**src/rtl/cpu_pkg.sv**
```systemverilog
// Shared definitions for the 16-bit pipelined CPU: word size, special
// instruction encodings, the IF/ID payload layout and the fetch-state enum.
package cpu_pkg;

    localparam int                WORD_W      = 16;
    localparam logic [WORD_W-1:0] NOP_INSTR   = 16'h0000;
    localparam logic [3:0]        HALT_OPCODE = 4'hF;
    localparam logic [WORD_W-1:0] RESET_PC    = 16'h0000;

    typedef struct packed {
        logic [WORD_W-1:0] pc_plus2;
        logic [WORD_W-1:0] instr;
    } ifid_t;

    typedef enum logic {
        RUN,
        HALTED
    } fetch_state_t;

endpackage

```
**src/rtl/ifid_reg.sv**
```systemverilog
// Generic pipeline register with flush/load/hold control and a valid bit.
// Flush wins over load; a flushed stage holds BUBBLE and reads as not valid.
module ifid_reg #(
    parameter int               WIDTH  = 32,
    parameter logic [WIDTH-1:0] BUBBLE = '0
) (
    input  logic             clk,
    input  logic             reset_n,
    input  logic             load,
    input  logic             flush,
    input  logic [WIDTH-1:0] d,
    output logic [WIDTH-1:0] q,
    output logic             valid
);

    always_ff @(posedge clk or negedge reset_n) begin
        if (!reset_n) begin
            q     <= BUBBLE;
            valid <= 1'b0;
        end else if (flush) begin
            q     <= BUBBLE;
            valid <= 1'b0;
        end else if (load) begin
            q     <= d;
            valid <= 1'b1;
        end
    end

endmodule

```
**src/rtl/if_stage.sv**
```systemverilog
// Instruction-fetch stage: PC register, PC+step adder, halt-freeze FSM and
// the IF/ID pipeline register feeding decode.
module if_stage #(
    parameter int                  ADDR_W      = cpu_pkg::WORD_W,
    parameter int                  INSTR_W     = cpu_pkg::WORD_W,
    parameter logic [ADDR_W-1:0]   RESET_PC    = cpu_pkg::RESET_PC,
    parameter int                  PC_STEP     = 2,
    parameter logic [INSTR_W-1:0]  NOP_INSTR   = cpu_pkg::NOP_INSTR,
    parameter logic [3:0]          HALT_OPCODE = cpu_pkg::HALT_OPCODE
) (
    input  logic                        clk,
    input  logic                        reset_n,
    input  logic                        stall,
    input  logic                        branch_taken,
    input  logic [ADDR_W-1:0]           branch_target,
    input  logic [INSTR_W-1:0]          Instruction,
    output logic [ADDR_W-1:0]           PCOutput,
    output logic [ADDR_W-1:0]           IFAdderOutput,
    output logic [ADDR_W+INSTR_W-1:0]   IFID_Output,
    output logic                        ifid_valid,
    output logic                        halted
);

    import cpu_pkg::*;

    localparam logic [ADDR_W+INSTR_W-1:0] IFID_BUBBLE = {{ADDR_W{1'b0}}, NOP_INSTR};

    fetch_state_t      state;
    fetch_state_t      next_state;
    logic [ADDR_W-1:0] pc;
    logic [ADDR_W-1:0] next_pc;
    logic [ADDR_W-1:0] pc_plus;
    logic              is_halt;
    logic              ifid_load;
    logic              ifid_flush;

    // Wrap-around at the top of the address space is intentional and silent.
    assign pc_plus = pc + ADDR_W'(PC_STEP);
    assign is_halt = (Instruction[INSTR_W-1 -: 4] == HALT_OPCODE);

    always_ff @(posedge clk or negedge reset_n) begin
        if (!reset_n) begin
            state <= RUN;
            pc    <= RESET_PC;
        end else begin
            state <= next_state;
            pc    <= next_pc;
        end
    end

    // Redirect beats stall beats halt; a halted stage keeps injecting bubbles.
    always_comb begin
        next_state = state;
        next_pc    = pc;
        ifid_load  = 1'b0;
        ifid_flush = 1'b0;
        if (branch_taken) begin
            next_pc    = branch_target;
            ifid_flush = 1'b1;
            next_state = RUN;
        end else if (stall) begin
            next_pc = pc;
        end else if (state == RUN) begin
            next_pc   = pc_plus;
            ifid_load = 1'b1;
            if (is_halt) begin
                next_state = HALTED;
            end
        end else begin
            ifid_flush = 1'b1;
        end
    end

    ifid_reg #(
        .WIDTH  (ADDR_W + INSTR_W),
        .BUBBLE (IFID_BUBBLE)
    ) u_ifid_reg (
        .clk     (clk),
        .reset_n (reset_n),
        .load    (ifid_load),
        .flush   (ifid_flush),
        .d       ({pc_plus, Instruction}),
        .q       (IFID_Output),
        .valid   (ifid_valid)
    );

    assign PCOutput      = pc;
    assign IFAdderOutput = pc_plus;
    assign halted        = (state == HALTED);

endmodule
```
**config.mk**
```make
export PLATFORM = sky130hd
export DESIGN_NAME = if_stage
export DESIGN_NICKNAME = d
export VERILOG_FILES = /design/src/rtl/cpu_pkg.sv /design/src/rtl/ifid_reg.sv /design/src/rtl/if_stage.sv
export SDC_FILE = /design/constraint.sdc
export NUM_CORES = 1
export LEC_CHECK = 0
export ABC_AREA = 1
export CAP_MARGIN = 25
export CORE_MARGIN = 4
export CORE_UTILIZATION = 46
export CTS_BUF_LIST = sky130_fd_sc_hd__clkbuf_8
export CTS_CLUSTER_DIAMETER = 40
export CTS_CLUSTER_SIZE = 14
export DETAILED_ROUTE_END_ITERATION = 8
export HOLD_SLACK_MARGIN = 0.15
export PLACE_DENSITY = 0.84
export SETUP_SLACK_MARGIN = 0.2
export SLEW_MARGIN = 10
export SYNTH_ARGS = -nofsm -noshare
export SYNTH_HDL_FRONTEND = slang
export SYNTH_SLANG_ARGS = --single-unit
```
**constraint.sdc**
```tcl
create_clock -name clk -period 3.7 [get_ports clk]
set_input_delay 0.74 -clock clk [delete_from_list [all_inputs] [get_ports clk]]
set_output_delay 0.74 -clock clk [all_outputs]
set_load 0.005 [all_outputs]
```
* Yosys cells after proc, flatten, opt, wreduce, memory -nomap -nowiden
Cells that the tools add are included. W data, S select, Z words.
Operators by class: magnitude comparators 0, divide/modulo/power cells 0, $mul 0, mux-type cells 17, reduce and logical (&&, ||, !) cells 2, shift-type cells 0, bitwise operators 0, add/sub/neg operators 1, equality and inequality tests 3
Operators with widths (number):
- $mux W32 | 2
- $mux W16 | 3
- $add A16 B2 Y16 const B | 1
- $mux W1 | 12
- $eq A4 B4 Y1 const B | 1
- $ne A2 B1 Y1 const B | 1
- $ne A2 B2 Y1 const B | 1
- $reduce_and A2 Y1 | 1
- $reduce_bool A2 Y1 | 1
Storage, ports and cells: word-level logic and storage cells 27, register bits 50, output and inout bits 66, ROM bits 0, bits of input ports 36, memory bits (writable) 0, latch bits 0, memories 0

* Depth between registers and ports, before layout
Gate-level depths: netlist of run 1.
depth after elaboration 5, gate-level depth with buffers 8, depth with buffers taken out 8

* By module
Synthesis of run 1 repeated with hierarchy kept, for this count alone.
Second synthesis, totals: cell total of the unflattened synthesis 321, area, all modules 2523.7 um^2
By module, submodules not included:
- ifid_reg | area an instance 1342.5 um^2, sequential area each 825.8 um^2, cells an instance 143, times used 1
- if_stage | area an instance 1181.1 um^2, sequential area each 425.4 um^2, cells an instance 178, times used 1

* Worst setup path before layout of run 1
Ideal clock, no wire load.
kind register to output, start point register pc[1], in the netlist PCOutput[1], end point output IFAdderOutput[11], data required time 2.960 ns, buffers on the path 0, cell stages (with the launch flop) 8, path slack 1.769 ns, arrival time 1.191 ns, cell sequence dfrtp_1 > ha_1 > nand3_2 > inv_2 > nand3b_1 > clkinv_1 > nand2_1 > and2_1
On the way: cells in the longest elaborated chain, start to end 1
RTL lines:
- start, declared | line if_stage.sv:30 | logic [ADDR_W-1:0] pc;
- start signal, assigned | line if_stage.sv:47 | pc <= next_pc;
- $add A16 B2 Y16 | line if_stage.sv:38 | assign pc_plus = pc + ADDR_W'(PC_STEP);
- end, declared | line if_stage.sv:18 | output logic [ADDR_W-1:0] IFAdderOutput,
No other way between the ends.

* Final worst setup path of run 1
Same ends and word-level chain as after synthesis.

==> summary.txt, run 1 <==
Synthesis
  • Synthesized-area fraction occupied by ao, oa, aoi and oai cells: 12.4%
  • Xor and xnor fraction of the mapped netlist area: 3.29%
  • Simple-gate area share of the yosys netlist: 23.9%
  • Syn nets: 276
  • Main combinational cell family by area after synthesis: simple AND/OR/NAND/NOR gates
  • Number of distinct library cell variants in the gate-level netlist after synthesis: 30
  • Post-synthesis share of cell area spent on full adders, half adders and majority gates: 0.548%
  • Post-synthesis instance total: 239
  • Avg Cell Area, Syn: 9.55 um^2
  • Synthesized area: 0.00228 mm^2
  • Yosys warnings: 0
  • Proportion of synthesized chip area in sequential cells: 54.8%
  • Register bit total from synthesis: 50
  • Proportion of synthesized area in mux cells: 0%

Setup path
  • Critical Path End Type: output pin
  • Crit path largest cell delay: 0.49 ns
  • Worst R2R Start: halted$_DFFE_PN0P_
  • Classification of the worst setup path: reg -> out
  • Reg2Reg Depth: 3
  • Worst EP required: 2.96 ns
  • Sort of element at the start of the critical path: flop
  • CP Cell Sequence: ha_1 -> nand3_2 -> inv_2 -> nand3b_1 -> clkinv_1 -> nand2_1 -> and2_1 -> clkdlybuf4s50_1
  • Slowest cell on crit path: sky130_fd_sc_hd__clkdlybuf4s50_1
  • Arrival time at the worst endpoint: 2.09 ns
  • Endpoint of the most critical register-to-register path: u_ifid_reg.q[15]$_DFFE_PN0P_
  • Critical Path Fanout Max: 6
  • Reg2reg setup slack: 2.13 ns

Power
  • Final Power: 1.35 mW
  • Clock group share of total power: 28.1%
  • Ratio of total power to cell area: 386 mW/mm^2
  • Maximum VDD drop: 0.000206 V
  • Switching fraction of total power: 26.7%
  • Combinational share of power: 24.5%
  • Net switching power figure: 359 uW
  • Power Internal: 987 uW
  • Seq pwr share: 47.4%
  • Static Leakage: 1.65 nW

Finish
  • Flip-flop and latch area: 0.00125 mm^2
  • Signed area change from the synthesized netlist to the final layout: 52.5%
  • Ant diodes: 0
  • Leading cell types in the layout, fill and taps excluded: sky130_fd_sc_hd__clkdlybuf4s50_1 (100), sky130_fd_sc_hd__nand2_1 (77), sky130_fd_sc_hd__dfrtp_1 (50), sky130_fd_sc_hd__a22o_1 (17), sky130_fd_sc_hd__inv_1 (15)
  • Total area of multi-input combinational cells: 920 um^2
  • Total non-filler cell area in the finished layout: 0.00348 mm^2
  • Leading cell type in the layout, fill and taps excluded: sky130_fd_sc_hd__clkdlybuf4s50_1
  • Number of nets in the layout: 379
  • Fillers: 368
  • Fraction of layout instances using a drive strength above 1: 9.04%

Clocking
  • Post-CTS setup buffer count: 0
  • CTS-repair resized insts: 0
  • Worst-case clock buffer depth: 2
  • Clock sink count: 50
  • Clock slew at reported path FFs: 0.09 ns
  • H-tree lvl count: 2
  • Clock tree from TritonCTS: built
  • Root buffer cell: sky130_fd_sc_hd__clkbuf_8
  • CTS Buf Count: 5
  • Later-pin clock latency in the skew report: 0.30 ns
  • Hold bufs inserted after CTS: 0

Timing
  • Setup repair after global routing missed its margin: false
  • Worst setup margin: 0.872 ns
  • Worst slew slack as a fraction of its limit: 55.3%
  • Highest attainable clock frequency: 0.354 GHz
  • Worst Skew: 0.00759 ns
  • Worst slack on hold paths: 0.428 ns
  • Setup Viol. Count Final: 0
  • Final period util: 76.4%
  • Count of pins over their slew limit: 0
  • Worst-margin pin slew: 0.670 ns
  • Final-report hold violation count: 0
  • Min Tclk post-route: 2.83 ns
  • Fin Setup TNS: 0 ns

Drt
  • Residual DRC count: 0
  • Detailed Routing Iterations Pass 1: 4
  • DRC marker count from the first detailed-route iteration: 129
  • Wire length on met2: 3.19 mm
  • Total via count after detailed routing: 2,058
  • Final routed wire length divided by cell count: 15.2 um
  • DRT Wirelength: 6.24 mm
  • Vias per cell: 5.02
  • Met1 Wirelength: 2.65 mm
  • Number of routed nets with antenna violations: 0
  • Detail Route met3 WL: 253 um
  • Top layer reached by signal wires: met4

Global routing
  • Wire length of the first global-routing pass: 10.3 mm
  • Vias in the first global route: 2,156
  • Grt total ovfl: 0
  • Antenna violations before repair: 0
  • Pin count of the biggest net entering global routing: 27
  • Total routing usage reported by global routing: 21.0%

Floorplanning
  • Floorplan die width: 78.5 um
  • Total number of placement rows: 25
  • Placeable core area: 0.00475 mm^2
  • Number of top-level pins: 102
  • Chip Height: 78.5 um
  • Area of the die: 0.00616 mm^2
  • Starting density of the core: 48.0%

Outcome
  • Result of the run: finished clean

Placed design
  • Final GP Congestion: 0.820
  • DP Wirelength: 4.68 mm
  • Count of input and output buffers: 101
  • Dpl ws: 1.02 ns
  • Placed cell area: 0.00337 mm^2

Run
  • Max-cap check violation count: 0

Worst hold path
  • Hold/Removal Path Class: in -> async
-- worst max path at each step --
| stage | from | to | slack (ns) | cells after the start |
|---|---|---|---|---|
| 6_report | PCOutput[1]$_DFFE_PN0P_ | IFAdderOutput[11] | 0.87 | 8 |
| 4_1_cts | PCOutput[1]$_DFFE_PN0P_ | IFAdderOutput[11] | 0.86 | 8 |
| 3_5_place_dp | branch_taken | u_ifid_reg.q[15]$_DFFE_PN0P_ | 1.02 | 7 |
| 3_3_place_gp | branch_taken | u_ifid_reg.q[5]$_DFFE_PN0P_ | 1.10 | 7 |
| 2_1_floorplan | PCOutput[1]$_DFFE_PN0P_ | IFAdderOutput[11] | 1.77 | 7 |
| 5_1_grt | PCOutput[1]$_DFFE_PN0P_ | IFAdderOutput[11] | 0.74 | 7 |
-- critical path: cells and delay by family (launching register included) --
kind                     cells  cell delay [ns]
buffers and inverters        3             0.64
flip-flops                   1             0.46
AND/OR/NAND/NOR              4             0.42
adder cells (fa/ha/maj)      1             0.26
-- layer usage --
layer,vias up,track usage (%)
li1,996,-
met1,988,26.1
met2,61,37.5
met3,13,2.87
met4,0,6.64
met5,-,0
-- power groups by stage --
stage | logic (mW) | clock network [mW] | registers [mW]
after floorplan | 0.110 | 0 | 0.644
final | 0.330 | 0.378 | 0.638
after detailed placement | 0.333 | 0 | 0.647
after global routing | 0.358 | 0.409 | 0.646
after CTS | 0.335 | 0.383 | 0.637
after global placement | 0.324 | 0 | 0.646
-- state kept, by name, summed over array words and instances, names as in the netlist --
signal            flops
halted                1
u_ifid_reg.q         32
PCOutput             16
u_ifid_reg.valid      1
-- synth_stat cells --
library cell,n,share of area (%)
sky130_fd_sc_hd__a22o_1,17,6.5
sky130_fd_sc_hd__buf_2,8,1.8
sky130_fd_sc_hd__nand2_2,5,1.4
sky130_fd_sc_hd__o21ai_0,6,1.3
sky130_fd_sc_hd__nor2_1,7,1.2
sky130_fd_sc_hd__clkinv_1,1,0.16
sky130_fd_sc_hd__buf_1,1,0.16
sky130_fd_sc_hd__nand4_1,6,1.6
sky130_fd_sc_hd__xnor2_1,1,0.38
sky130_fd_sc_hd__xnor2_2,1,0.71
sky130_fd_sc_hd__inv_1,15,2.5
sky130_fd_sc_hd__nand3b_1,1,0.33
sky130_fd_sc_hd__nor2_8,1,0.88
sky130_fd_sc_hd__xor2_1,2,0.77
sky130_fd_sc_hd__a21o_1,1,0.33
sky130_fd_sc_hd__dfrtp_1,50,55
sky130_fd_sc_hd__and2_1,4,1.1
sky130_fd_sc_hd__a31oi_1,1,0.27
sky130_fd_sc_hd__a22oi_1,10,3.3
sky130_fd_sc_hd__nor2_2,1,0.27
sky130_fd_sc_hd__buf_4,1,0.33
sky130_fd_sc_hd__ha_1,1,0.55
sky130_fd_sc_hd__xor2_2,2,1.4
sky130_fd_sc_hd__nand3_1,12,2.6
sky130_fd_sc_hd__o21ai_2,1,0.38
sky130_fd_sc_hd__nand2_1,77,13
sky130_fd_sc_hd__nor2_4,2,0.99
sky130_fd_sc_hd__o211ai_1,1,0.33
sky130_fd_sc_hd__nand3_2,2,0.88
sky130_fd_sc_hd__inv_2,1,0.16
-- final cells by class --
| cell class | instances | share of cell area [%] |
|---|---|---|
| flip-flops and latches | 50 | 35.9 |
| repair buffers | 106 | 30.3 |
| multi-input cells | 162 | 26.4 |
| well taps | 67 | 2.41 |
| clock buffers | 5 | 1.98 |
| inverters | 17 | 1.83 |
| clock inverters | 3 | 1.15 |
-- stage by stage --
stage	utilization [%]	std cells
global placement	70.6	401
finish	73.3	410
CTS	73.3	410
global route	73.3	410
detailed placement	71.0	402
floorplan	-	239
-- cell families (layout without fill, tap and decap cells) --
| family | Yosys count | in the layout |
|---|---|---|
| xor gates and xnor gates | 6 | 6 |
| AOI/OAI and AO/OA | 37 | 37 |
| adders and majority gates | 1 | 1 |
| and+or+nand+nor | 118 | 118 |
| DFF | 50 | 50 |
| buffers and inverters | 27 | 131 |
Note: power is estimated with default switching activity, not from simulation.
==> run 2, diff against run 1 <==
--- a/config.mk
+++ b/config.mk
@@ -8,13 +8,13 @@
 export ABC_AREA = 1
 export CAP_MARGIN = 25
 export CORE_MARGIN = 4
-export CORE_UTILIZATION = 46
+export CORE_UTILIZATION = 39
 export CTS_BUF_LIST = sky130_fd_sc_hd__clkbuf_8
 export CTS_CLUSTER_DIAMETER = 40
 export CTS_CLUSTER_SIZE = 14
 export DETAILED_ROUTE_END_ITERATION = 8
 export HOLD_SLACK_MARGIN = 0.15
-export PLACE_DENSITY = 0.84
+export PLACE_DENSITY = 0.76
 export SETUP_SLACK_MARGIN = 0.2
 export SLEW_MARGIN = 10
 export SYNTH_ARGS = -nofsm -noshare
==> constraint.sdc (replaced) <==
create_clock -name clk -period 2.6 [get_ports clk]
set_input_delay 0.52 -clock clk [delete_from_list [all_inputs] [get_ports clk]]
set_output_delay 0.52 -clock clk [all_outputs]
set_load 0.005 [all_outputs]
==> run 2 against run 1 <==
Compared with the run above: non-clock buffer count rose by 13; via count rose by 2.7%; critical path depth fell by 4; utilization fell by 8.4 points; final area rose by 4.5%; die area rose by 16%; sequential share of layout area fell by 1.3 points; hold slack improved by 0.062 ns; flip-flop and latch count did not move; register-to-register slack got worse by 0.94 ns; critical path type unchanged; largest cell class unchanged.
==> summary.txt, run 2 (same netlist as run 1, synthesis figures left out) <==
Setup path
  • Sort of element at the start of the critical path: flop
  • Worst R2R Start: halted$_DFFE_PN0P_
  • Arrival time at the worst endpoint: 1.84 ns (-0.25 ns)
  • Classification of the worst setup path: reg -> out
  • Worst Path Buf+Inv: 2 (-1)
  • Critical Path Fanout Max: 2 (-4)
  • Reg2reg setup slack: 1.19 ns (-0.94 ns)
  • CP Cell Sequence: ha_4 -> buf_4 -> xor2_1 -> clkdlybuf4s50_1
  • Reg2Reg Depth: 4 (+1)
  • Number of logic stages on the critical path including buffering: 4 (-4)
  • Slowest cell on crit path: sky130_fd_sc_hd__clkdlybuf4s50_1
  • End point of the critical path: IFAdderOutput[3]
  • Worst EP required: 2.08 ns (-0.88 ns)
  • Endpoint of the most critical register-to-register path: PCOutput[15]$_DFFE_PN0P_
  • Cell class contributing the biggest share of worst-path delay: buffers and inverters
  • Critical path launch point: PCOutput[1]$_DFFE_PN0P_
  • Crit path largest cell delay: 0.56 ns (+0.07 ns)
  • Critical Path End Type: output pin

Placed design
  • Cell total after placement: 408 (+1.5%)
  • Count of input and output buffers: 101 (unchanged)
  • DP Wirelength: 4.88 mm (+4.2%)
  • Final GP Congestion: 0.757 (-7.7%)
  • Placed cell area: 0.00338 mm^2 (about the same)

Floorplanning
  • Floorplan die width: 84.5 um (+7.7%)
  • Placeable core area: 0.00561 mm^2 (+18%)
  • Number of top-level pins: 102 (unchanged)
  • Starting density of the core: 40.7% (-7.3 points)
  • Area of the die: 0.00714 mm^2 (+16%)
  • Total number of placement rows: 27 (+8.0%)
  • Chip Height: 84.5 um (+7.7%)

Drt
  • Final routed wire length divided by cell count: 15.0 um (-1.4%)
  • Detailed Routing Iterations Pass 1: 4 (unchanged)
  • DRC marker count from the first detailed-route iteration: 108 (-16%)
  • Total via count after detailed routing: 2,113 (+2.7%)
  • Residual DRC count: 0 (unchanged)
  • Number of routed nets with antenna violations: 0 (unchanged)
  • Vias per cell: 4.93 (-1.9%)
  • DRT Wirelength: 6.44 mm (+3.2%)

Finish
  • Signed area change from the synthesized netlist to the final layout: 59.4%
  • Max FFs per register: 32 (unchanged)
  • Fraction of layout instances using a drive strength above 1: 14.8% (+5.8 points)
  • Ant diodes: 0 (unchanged)
  • Leading cell types in the layout, fill and taps excluded: sky130_fd_sc_hd__clkdlybuf4s50_1 (88), sky130_fd_sc_hd__nand2_1 (76), sky130_fd_sc_hd__dfrtp_1 (44), sky130_fd_sc_hd__a22o_1 (17), sky130_fd_sc_hd__inv_1 (15)
  • Largest Register: u_ifid_reg.q
  • Share of the core filled with cells in the final layout: 64.9% (-8.4 points)
  • Leading cell type in the layout, fill and taps excluded: sky130_fd_sc_hd__clkdlybuf4s50_1
  • Non-filler instance count after layout: 429 (+4.6%)
  • Number of nets in the layout: 393 (+3.7%)
  • Total non-filler cell area in the finished layout: 0.00364 mm^2 (+4.5%)

Clocking
  • Clock sink count: 50 (unchanged)
  • Worst-case clock buffer depth: 2 (unchanged)
  • Clock tree from TritonCTS: built
  • Later-pin clock latency in the skew report: 0.30 ns (about the same)
  • CTS Buf Count: 5 (unchanged)
  • Clock slew at reported path FFs: 0.09 ns (about the same)
  • Root buffer cell: sky130_fd_sc_hd__clkbuf_8
  • H-tree lvl count: 2 (unchanged)

Timing
  • Setup repair after global routing missed its margin: true
  • Highest attainable clock frequency: 0.425 GHz
  • Final-report hold violation count: 0 (unchanged)
  • Worst slew slack as a fraction of its limit: 70.5% (+15 points)
  • Count of pins over their slew limit: 0 (unchanged)
  • Worst slack on hold paths: 0.490 ns (+0.0623 ns)
  • Worst Skew: 0.00538 ns (-0.00221 ns)
  • Min Tclk post-route: 2.36 ns
  • Worst-margin pin slew: 0.442 ns (-0.227 ns)
  • Fin Setup TNS: 0 ns (unchanged)
  • Setup Viol. Count Final: 0 (unchanged)
  • Final period util: 90.6%

Power
  • Maximum VDD drop: 0.000468 V (+130%)
  • Static Leakage: 1.78 nW (+7.7%)
  • Ratio of total power to cell area: 516 mW/mm^2 (+34%)

Global routing
  • Pin count of the biggest net entering global routing: 28 (+3.7%)
  • Grt total ovfl: 0 (unchanged)
  • Vias in the first global route: 2,049 (-5.0%)
  • Total routing usage reported by global routing: 18.5% (-2.5 points)
  • Wire length of the first global-routing pass: 10.4 mm (+1.1%)
  • Antenna violations before repair: 0 (unchanged)

Run
  • Max-cap check violation count: 0 (unchanged)

Outcome
  • Result of the run: finished clean

Worst hold path
  • Hold/Removal Path Class: reg -> reg
  • Hold wc startpoint: u_ifid_reg.q[19]$_DFFE_PN0P_
## run 2: changes by cell type in the layout (fill, tap and decap cells not counted), sizes merged
cell           delta
clkinvlp          +1
bufinv            -1
dlygate4sd2       +6
clkdlybuf4s50    -12
clkinv            -1
buf              +12
dlymetal6s2s      +6
dlygate4sd3       +1
nor2              +1
clkbuf            +1
## run 2: stage by stage
step           total power [mW]  worst slack, ns
2_1_floorplan              1.07            0.889
3_3_place_gp               1.39            0.273
3_5_place_dp               1.40            0.198
4_1_cts                    1.89            0.186
5_1_grt                    1.98            0.141
6_report                   1.88            0.245
## run 2: worst min-delay path by stage
stage / to / slack [ns] / depth (start not counted)
2_1_floorplan: PCOutput[0]$_DFFE_PN0P_ / 0.22 / 0
3_3_place_gp: u_ifid_reg.q[15]$_DFFE_PN0P_ / 0.35 / 1
3_5_place_dp: halted$_DFFE_PN0P_ / 0.36 / 1
4_1_cts: u_ifid_reg.q[21]$_DFFE_PN0P_ / 0.49 / 2
5_1_grt: u_ifid_reg.q[21]$_DFFE_PN0P_ / 0.51 / 2
6_report: u_ifid_reg.q[19]$_DFFE_PN0P_ / 0.49 / 2
## run 2: metal layers
layer  share of wire (%)  global-route usage, %  vias up
li1                    -                      -     1028
met1                  43                   23.5     1017
met2                  51                   31.1       63
met3                 4.7                   4.61        5
met4                 1.1                   5.47        0
met5                   0                      0        -
## run 2: worst min-delay path, stage by stage, from the launching register on
cell,delay [ns]
sky130_fd_sc_hd__dfrtp_1,0.35
sky130_fd_sc_hd__nand2_1,0.06
sky130_fd_sc_hd__nand2_1,0.05
## run 2: what timing repair did
| item | CTS | global route |
|---|---|---|
| pin swaps | 5 | 5 |
| gates cloned | 1 | 0 |
| setup buffers | 7 | 3 |
| hold buffers | 1 | 0 |
| gates resized for setup | 16 | 11 |
| setup endpoints to repair | 11 | 7 |
| hold endpoints to repair | 5 | 0 |
## run 2: final cells by class
class / count / area [um^2]
well taps: 72 / 90.1
flip-flops and latches: 50 / 1260
repair buffers: 119 / 1170
inverters: 17 / 66.3
fillers: 479 / 1970
multi-input cells: 163 / 963
clock inverters: 2 / 12.5
clock buffers: 6 / 82.6
## run 2: where the power goes
part | switching (mW) | total, mW | internal, mW
clock network | 0.252 | 0.466 | 0.214
logic | 0.202 | 0.499 | 0.297
registers | 0.0708 | 0.914 | 0.843
total | 0.524 | 1.88 | 1.35
